`src/rtl/spi_flash_reader.sv`:
```
// Read-only SPI NOR flash port on the CPU memory bus (mode 0, single or dual-output reads).
// CS stays low after a word so the next sequential read streams on without a new command.
module spi_flash_reader #(
  parameter int unsigned ADDR_BITS = 24,
  parameter int unsigned CLK_DIV   = 1,
  parameter bit          DUAL      = 1'b0,
  parameter bit          CONT      = 1'b1,
  parameter bit          WAKE      = 1'b1,
  parameter int unsigned WAKE_WAIT = 48
) (
  input  logic        clk,
  input  logic        reset,
  output logic        clk_out,
  output logic        csn_out,
  input  logic        io0_in,
  input  logic        io1_in,
  output logic        io0_en,
  output logic        io1_en,
  output logic        io0_out,
  output logic        io1_out,
  input  logic [31:0] address_in,
  input  logic        sel_in,
  input  logic        read_in,
  output logic [31:0] read_value_out,
  input  logic [3:0]  write_mask_in,
  input  logic [31:0] write_value_in,
  output logic        ready_out
);

  localparam int unsigned TX_W      = 8 + ADDR_BITS;
  localparam int unsigned WORD_W    = ADDR_BITS - 2;
  localparam int unsigned DATA_SCKS = DUAL ? 16 : 32;
  localparam logic [7:0]  CMD_BYTE  = DUAL ? 8'h3B : 8'h03;

  typedef enum logic [3:0] {
    StWakeCmd, StWakeWait, StIdle, StCmd, StDummy, StData, StDone, StHold, StGap
  } state_e;

  state_e              state_q, state_d;
  logic                sck_q, sck_d;
  logic                csn_q, csn_d;
  logic                io0_en_q, io0_en_d;
  logic [15:0]         div_q, div_d;
  logic [6:0]          bit_q, bit_d;
  logic [TX_W-1:0]     tx_q, tx_d;
  logic [31:0]         rx_q, rx_d;
  logic [WORD_W-1:0]   cur_q, cur_d;
  logic [WORD_W-1:0]   next_q, next_d;
  logic                cont_q, cont_d;
  logic                ready_q, ready_d;
  logic [15:0]         wait_q, wait_d;

  logic              run, tick, rise, fall;
  logic              is_read, is_write;
  logic [WORD_W-1:0] req_word;
  logic              unused_bits;

  assign unused_bits = ^{write_value_in, address_in};

  // The strobe cycle itself must not be taken as a fresh request.
  assign is_read  = sel_in && read_in && !ready_q;
  assign is_write = sel_in && !read_in && (|write_mask_in) && !ready_q;
  assign req_word = address_in[ADDR_BITS-1:2];

  assign run  = (state_q == StWakeCmd && !csn_q) || (state_q inside {StCmd, StDummy, StData});
  assign tick = (div_q == 16'(CLK_DIV - 1));
  assign rise = run && tick && !sck_q;
  assign fall = run && tick && sck_q;

  always_ff @(posedge clk) begin
    if (reset) begin
      state_q  <= WAKE ? StWakeCmd : StIdle;
      sck_q    <= 1'b0;
      csn_q    <= 1'b1;
      io0_en_q <= 1'b1;
      div_q    <= '0;
      bit_q    <= '0;
      tx_q     <= '0;
      rx_q     <= '0;
      cur_q    <= '0;
      next_q   <= '0;
      cont_q   <= 1'b0;
      ready_q  <= 1'b0;
      wait_q   <= '0;
    end else begin
      state_q  <= state_d;
      sck_q    <= sck_d;
      csn_q    <= csn_d;
      io0_en_q <= io0_en_d;
      div_q    <= div_d;
      bit_q    <= bit_d;
      tx_q     <= tx_d;
      rx_q     <= rx_d;
      cur_q    <= cur_d;
      next_q   <= next_d;
      cont_q   <= cont_d;
      ready_q  <= ready_d;
      wait_q   <= wait_d;
    end
  end

  always_comb begin
    state_d  = state_q;
    sck_d    = sck_q;
    csn_d    = csn_q;
    io0_en_d = io0_en_q;
    div_d    = div_q;
    bit_d    = bit_q;
    tx_d     = tx_q;
    rx_d     = rx_q;
    cur_d    = cur_q;
    next_d   = next_q;
    cont_d   = cont_q;
    ready_d  = 1'b0;
    wait_d   = wait_q;

    if (run) begin
      if (tick) begin
        div_d = '0;
        sck_d = ~sck_q;
      end else begin
        div_d = div_q + 16'd1;
      end
    end

    unique case (state_q)
      StWakeCmd: begin
        if (csn_q) begin
          csn_d = 1'b0;
          sck_d = 1'b0;
          div_d = '0;
          bit_d = '0;
          tx_d  = {8'hAB, {ADDR_BITS{1'b0}}};
        end else if (fall) begin
          tx_d  = tx_q << 1;
          bit_d = bit_q + 7'd1;
          if (bit_q == 7'd7) begin
            state_d = StWakeWait;
            csn_d   = 1'b1;
            wait_d  = '0;
          end
        end
      end
      StWakeWait: begin
        wait_d = wait_q + 16'd1;
        if (wait_d >= 16'(WAKE_WAIT)) state_d = StIdle;
      end
      StIdle: begin
        if (is_read) begin
          state_d  = StCmd;
          csn_d    = 1'b0;
          sck_d    = 1'b0;
          div_d    = '0;
          bit_d    = '0;
          io0_en_d = 1'b1;
          tx_d     = {CMD_BYTE, req_word, 2'b00};
          cur_d    = req_word;
        end else if (is_write) begin
          ready_d = 1'b1;
        end
      end
      StCmd: begin
        if (fall) begin
          tx_d  = tx_q << 1;
          bit_d = bit_q + 7'd1;
          if (bit_q == 7'(TX_W - 1)) begin
            bit_d   = '0;
            state_d = DUAL ? StDummy : StData;
          end
        end
      end
      StDummy: begin
        // Hand io0 to the flash once the first dummy clock has gone by.
        if (fall) begin
          io0_en_d = 1'b0;
          bit_d    = bit_q + 7'd1;
          if (bit_q == 7'd7) begin
            bit_d   = '0;
            state_d = StData;
          end
        end
      end
      StData: begin
        if (rise) rx_d = DUAL ? {rx_q[29:0], io1_in, io0_in} : {rx_q[30:0], io1_in};
        if (fall) begin
          bit_d = bit_q + 7'd1;
          if (bit_q == 7'(DATA_SCKS - 1)) begin
            bit_d   = '0;
            state_d = StDone;
          end
        end
      end
      StDone: begin
        ready_d = 1'b1;
        next_d  = cur_q + WORD_W'(1);
        if (CONT) begin
          state_d = StHold;
          cont_d  = 1'b1;
        end else begin
          state_d  = StIdle;
          csn_d    = 1'b1;
          io0_en_d = 1'b1;
        end
      end
      StHold: begin
        if (is_read && cont_q && req_word == next_q) begin
          state_d = StData;
          cur_d   = next_q;
          sck_d   = 1'b0;
          div_d   = '0;
          bit_d   = '0;
        end else if (is_write) begin
          ready_d = 1'b1;
        end else if (is_read) begin
          state_d  = StGap;
          csn_d    = 1'b1;
          io0_en_d = 1'b1;
          cont_d   = 1'b0;
          wait_d   = '0;
        end
      end
      StGap: begin
        wait_d = wait_q + 16'd1;
        if (wait_d >= 16'(2 * CLK_DIV)) state_d = StIdle;
      end
      default: state_d = StIdle;
    endcase
  end

  assign clk_out   = sck_q;
  assign csn_out   = csn_q;
  assign io0_en    = io0_en_q;
  assign io0_out   = tx_q[TX_W-1];
  assign io1_en    = 1'b0;
  assign io1_out   = 1'b0;
  assign ready_out = ready_q && sel_in;
  // First byte off the wire lands in the low lane.
  assign read_value_out = sel_in ? {rx_q[7:0], rx_q[15:8], rx_q[23:16], rx_q[31:24]} : 32'h0;

endmodule

```
`config.mk`:
```
export PLATFORM = sky130hd
export DESIGN_NAME = spi_flash_reader
export DESIGN_NICKNAME = d
export VERILOG_FILES = /design/src/rtl/spi_flash_reader.sv
export SDC_FILE = /design/constraint.sdc
export NUM_CORES = 1
export LEC_CHECK = 0
export BUFFER_PORTS_ARGS = -buffer_cell sky130_fd_sc_hd__buf_2
export CORE_UTILIZATION = 45
export CTS_CLUSTER_DIAMETER = 40
export DETAILED_ROUTE_END_ITERATION = 10
export PLACE_DENSITY = 0.65
export SLEW_MARGIN = 25
export SYNTH_ARGS = -nofsm -noshare
export SYNTH_HDL_FRONTEND = slang
export SYNTH_SLANG_ARGS = --single-unit
```
`constraint.sdc`:
```
create_clock -name clk -period 7.3 [get_ports clk]
set_input_delay 0.365 -clock clk [delete_from_list [all_inputs] [get_ports clk]]
set_output_delay 0.365 -clock clk [all_outputs]
set_load 0.03 [all_outputs]
```
# Word level (Yosys, flattened, before mapping)
# Index checks and enable logic that the tools add are counted.
[op_classes]
add_sub_neg = 4
order_cmp = 2
eq_ne = 31
mux = 72
bitwise = 1
n_reduce_logical = 39
[ops]
columns = ["op", "n"]
rows = [
  ["$mux W16", 11],
  ["$mux W32", 4],
  ["$pmux W16 S3", 2],
  ["$pmux W32 S3", 1],
  ["$mux W4", 15],
  ["$mux W7", 8],
  ["$mux W22", 2],
  ["$pmux W22 S2", 1],
  ["$pmux W4 S9", 1],
  ["$pmux W7 S5", 1],
  ["$add A16 B1 Y16 const B", 2],
  ["$ne A2 B2 Y1 const B", 12],
  ["$add A22 B1 Y22 const B", 1],
  ["$eq A22 B22 Y1", 1],
  ["$mux W1", 21],
  ["$eq A4 B3 Y1 const B", 4],
  ["$ge A16 B2 Y1 const B", 1],
  ["$ge A16 B6 Y1 const B", 1],
  ["$logic_not A16 Y1", 1],
  ["$reduce_bool A3 Y1", 5],
  ["$reduce_and A14 Y1", 1],
  ["$logic_and A1 B1 Y1", 12],
  ["$pmux W1 S3", 4],
  ["$ne A2 B1 Y1 const B", 5],
  ["22 further kinds", 32],
]
[totals]
register_bits = 156
output_inout_bits = 39

# Longest topological paths before layout
[logic_depth]
depth_word = 8
depth_mapped = 10
depth_no_buf = 9

# Least setup slack after synthesis
# No wires, ideal clock.
[synth_timing]
path_type = "flip-flop to flip-flop"
startpoint = "register div_q[0]"
endpoint = "register state_q[1]"
setup_ns = 0.119
arrival_time_ns = 2.344
setup_slack_ns = 4.837
path_stages_with_launch = 10
path_buffers = 0
cell_sequence = "dfxtp_1 -> inv_1 -> ha_1 -> or4b_1 -> nor4_4 -> nand4_1 -> a221oi_2 -> a21oi_2 -> or3_1 -> o221a_1"
[synth_between]
elab_chain_cells = 5
[synth_lines]
columns = ["item", "line_no", "source"]
rows = [
  ["start: declaration", "43", "logic [15:0] div_q, div_d;"],
  ["start signal: assignment", "90", "div_q <= div_d;"],
  ["$logic_not A16 Y1 (*)", "66", "assign tick = (div_q == 16'(CLK_DIV - 1));"],
  ["$logic_and A1 B1 Y1 (*) (2 in series)", "68", "assign fall = run && tick && sck_q;"],
  ["$ne A2 B2 Y1 (no source line)", "n/a", ""],
  ["$reduce_and A14 Y1 (no source line) (*)", "n/a", ""],
  ["end signal: assignment", "72", "state_q <= WAKE ? StWakeCmd : StIdle;"],
  ["end signal: assignment", "86", "state_q <= state_d;"],
  ["end: declaration", "39", "state_e state_q, state_d;"],
]
# Mark *: on every way between the ends. The rest lies on a longest branch, timed or not.
# A chain may end at the register's enable or synchronous reset.

# Final worst setup path
[layout_timing]
startpoint = "register state_q[0]"
endpoint = "register wait_q[12]"
[layout_between]
elab_chain_cells = 7
[layout_lines]
columns = ["item", "line_no", "source"]
rows = [
  ["$eq A4 B2 Y1 (tied with other cells)", "65", "assign run = (state_q == StWakeCmd && !csn_q) || (state_q inside {StCmd, StDummy, StData});"],
  ["$reduce_bool A3 Y1 or $logic_and A1 B1 Y1 (tied branches)", "65", ""],
  ["$logic_or A1 B1 Y1", "65", ""],
  ["$logic_and A1 B1 Y1 (2 in series)", "68", ""],
  ["$ne A2 B2 Y1 (no source line)", "n/a", ""],
  ["$reduce_and A7 Y1 (no source line)", "n/a", ""],
  ["end signal: assignment", "98", "wait_q <= wait_d;"],
  ["end: declaration", "51", "logic [15:0] wait_q, wait_d;"],
]
# Several ways; a longest one is shown, not always the timed one.

==> summary.txt <==
Status
  • Status: completed

Timing
  • Skew final: between 0.009 and 0.01 ns
  • Final setup margin: 3.97 ns
  • Worst slew pin tran: approximately 0.89 ns
  • Max-slew headroom: 0.406
  • Setup TNS: 0 ns
  • Period utilization: 0.457
  • Max-slew violation count: 0
  • Final setup violation count: 0
  • Worst hold slack: 0.199 ns
  • Peak Freq: 300 MHz
  • Hold Vio Cnt, Final: 0
  • RSZ-0062 raised after global routing: false
  • Crit path time final: 3.33 ns

Die
  • Site Rows: 47
  • Core Area: roughly 0.017 sq mm
  • I/O Pins: 113
  • Die height: between 100 and 150 microns
  • Die X-Extent: 134 microns
  • Starting Density: 0.467
  • Die area: roughly 0.018 sq mm

Hold path
  • Hold Crit Class: in2reg
  • HP Start: io1_in
  • Hold depth: 3
  • Hold Path End: rx_q[0]

Worst setup path
  • Largest fanout on the critical path: 16
  • Worst path arrival time: around 3.6 ns
  • Crit path capture type: flip-flop
  • RR Endpoint: wait_q[12]
  • Critical path type: reg2reg
  • R2r worst-path depth: 7
  • Worst reg2reg startpoint: state_q[0]
  • CP required: 7.55 ns
  • Worst reg-to-reg setup slack: approximately 4 ns
  • Startpoint types: flip-flop

Placement
  • Dpl hpwl: roughly 12000 microns
  • Placed cell area: 0.00829 sq mm
  • Cell count after placement: 1253
  • Port buffer count: 67
  • Place WS: 3.90 ns
  • Gpl congestion: 0.793

Layout
  • Multi-input gate area: 0.00444 sq mm
  • Register area: 0.00312 sq mm
  • Filler cells: between 1500 and 2000
  • Final Net Count: 1131
  • Fin area: 0.00888 sq mm
  • Most common cell after layout, fill and taps aside: nand2_1
  • Share of cells above drive strength 1: 0.119
  • Final core occ: 0.528
  • Area delta synth->final: 13.0%
  • Commonest cells after routing, fill and taps aside: nand2_1, dfxtp_1, nor2_1, buf_2, a21oi_1
  • Finished Layout Cells: around 1300

Clock network
  • Num Clock Sinks: 156
  • CTS Buf Count: 17
  • H-tree Lvls: 4
  • Clock Pin Slew Worst Setup and Hold Paths: 0.06 ns
  • Clock Path Buffers: 2
  • Worst-Skew Late Latency: 0.43 ns
  • CTS tree: done
  • Hold buffer count at CTS: 0
  • Post-CTS Setup Bufs: 0
  • Root buffer selected by CTS: clkbuf_16
  • Gates resized, CTS repair: 0

Route
  • Vias per inst: between 5 and 6
  • DRT Wirelength: 19300 microns
  • DR pass1 iterations: 7
  • Drc violations: 0
  • DRT iter0 DRCs: 438
  • Antenna Nets Post-Route: 0
  • DR WL/cell: 15.0 microns
  • Vias: 7179

GRT
  • Antenna violations before repair: 0
  • Gr usage total: 0.223
  • Largest net degree at the start of global routing: 80
  • Global-route wire length before repair: 32100 microns
  • Number of global-route vias before repair: 6536
  • Grt ovf: 0

Synth
  • Post-synth EDFFs: 0
  • Flops & latches, synth: 156
  • Synth Area in Adders: 0.00797
  • Cells after Synth: 1027
  • Async set or reset register ratio after synthesis: 0
  • Mapped Area: approximately 0.0079 sq mm
  • Mux contribution to synthesized area: 0.00127
  • Yosys cell types: 67
  • Synth Area in Compound Gates: 0.189
  • Synth Area in XOR/XNOR: 0.0680
  • Syn Area/Cell: 7.65 sq um
  • Post-synthesis sequential area ratio: 0.398
  • Syn. warnings: 0
  • Synth Flop Type: dfxtp_1
  • Synth Area in Simple Gates: 0.293
  • Largest family of logic cells by synthesized area: simple AND/OR/NAND/NOR gates

Run
  • Total of max-cap violations: 0

Power
  • Pwr Total: 1.82 mW
  • Max IR drop VDD: approximately 190 uV
  • Pleak: 3.03 nW
  • Power density over cell area: 205 mW/mm^2
-- worst max-delay path by stage --
stage          depth (start not counted)       start  slack, ns          to
6_report                               7  state_q[0]       3.97  wait_q[12]
5_1_grt                                7  state_q[0]       3.75  wait_q[12]
4_1_cts                                7  state_q[0]       4.02  wait_q[12]
3_5_place_dp                           8      sel_in       3.90    bit_q[5]
3_3_place_gp                           8      sel_in       3.94    bit_q[5]
2_1_floorplan                          9    div_q[0]       4.84  state_q[1]
-- critical path: stages, from the launching register on --
cell and delay [ns]:
dfxtp_1 0.60, nand2b_1 0.21, a221oi_4 0.55, nand4_2 0.40, nor3_1 0.36, nor2_1 0.10, a31oi_2 0.71, a311oi_1 0.24
-- where the power goes --
group | leakage [nW] | internal [mW] | total (mW) | switching, mW
Sequential | 1.26 | 0.855 | 0.858 | 0.00315
Clock | 0.275 | 0.530 | 0.886 | 0.356
Combinational | 1.50 | 0.0217 | 0.0737 | 0.0519
-- synth_stat cells, drive strengths merged (24+ instances only) --
library cell | n | area (sq um)
nand2 | 207 | 777
dfxtp | 156 | 3120
nor2 | 110 | 413
a21oi | 64 | 324
clkbuf | 61 | 229
nand3 | 44 | 220
o21ai | 37 | 185
xnor2 | 37 | 324
and2 | 36 | 225
a31oi | 34 | 219
a311oi | 30 | 263
a211oi | 24 | 180
xor2 | 24 | 210
-- metal layers --
layer,track usage,wire length (microns),vias up
met3,0.0435,644,23
met1,0.289,9130,3399
met2,0.368,9230,117
met5,0,0,-
li1,-,-,3640
met4,0.0811,291,0
-- state kept, by name (all words and copies together), names as in the netlist, 4 cells and up --
| signal | cells |
|---|---|
| bit_q | 7 |
| cur_q | 22 |
| div_q | 16 |
| next_q | 22 |
| rx_q | 32 |
| state_q | 4 |
| tx_q | 32 |
| wait_q | 16 |
-- final cells by class --
class,instances,area share
Multi-Input combinational cell,789,0.500
Sequential cell,156,0.352
Clock buffer,22,0.0534
Timing Repair Buffer,77,0.0465
Tap cell,220,0.0310
Clock inverter,9,0.0127
Inverter,11,0.00465
Antenna cell,1,0.000282
-- cells by family (layout without fill, tap and decap cells) --
logic type,after synthesis,in the layout
simple gates,496,496
compound gates,224,224
flops,156,156
buf+inv,83,119
xor+xnor,61,61
fa+ha+maj,5,5
other cells,1,3
mux,1,1
No activity file was read; power rests on OpenSTA's default activity.
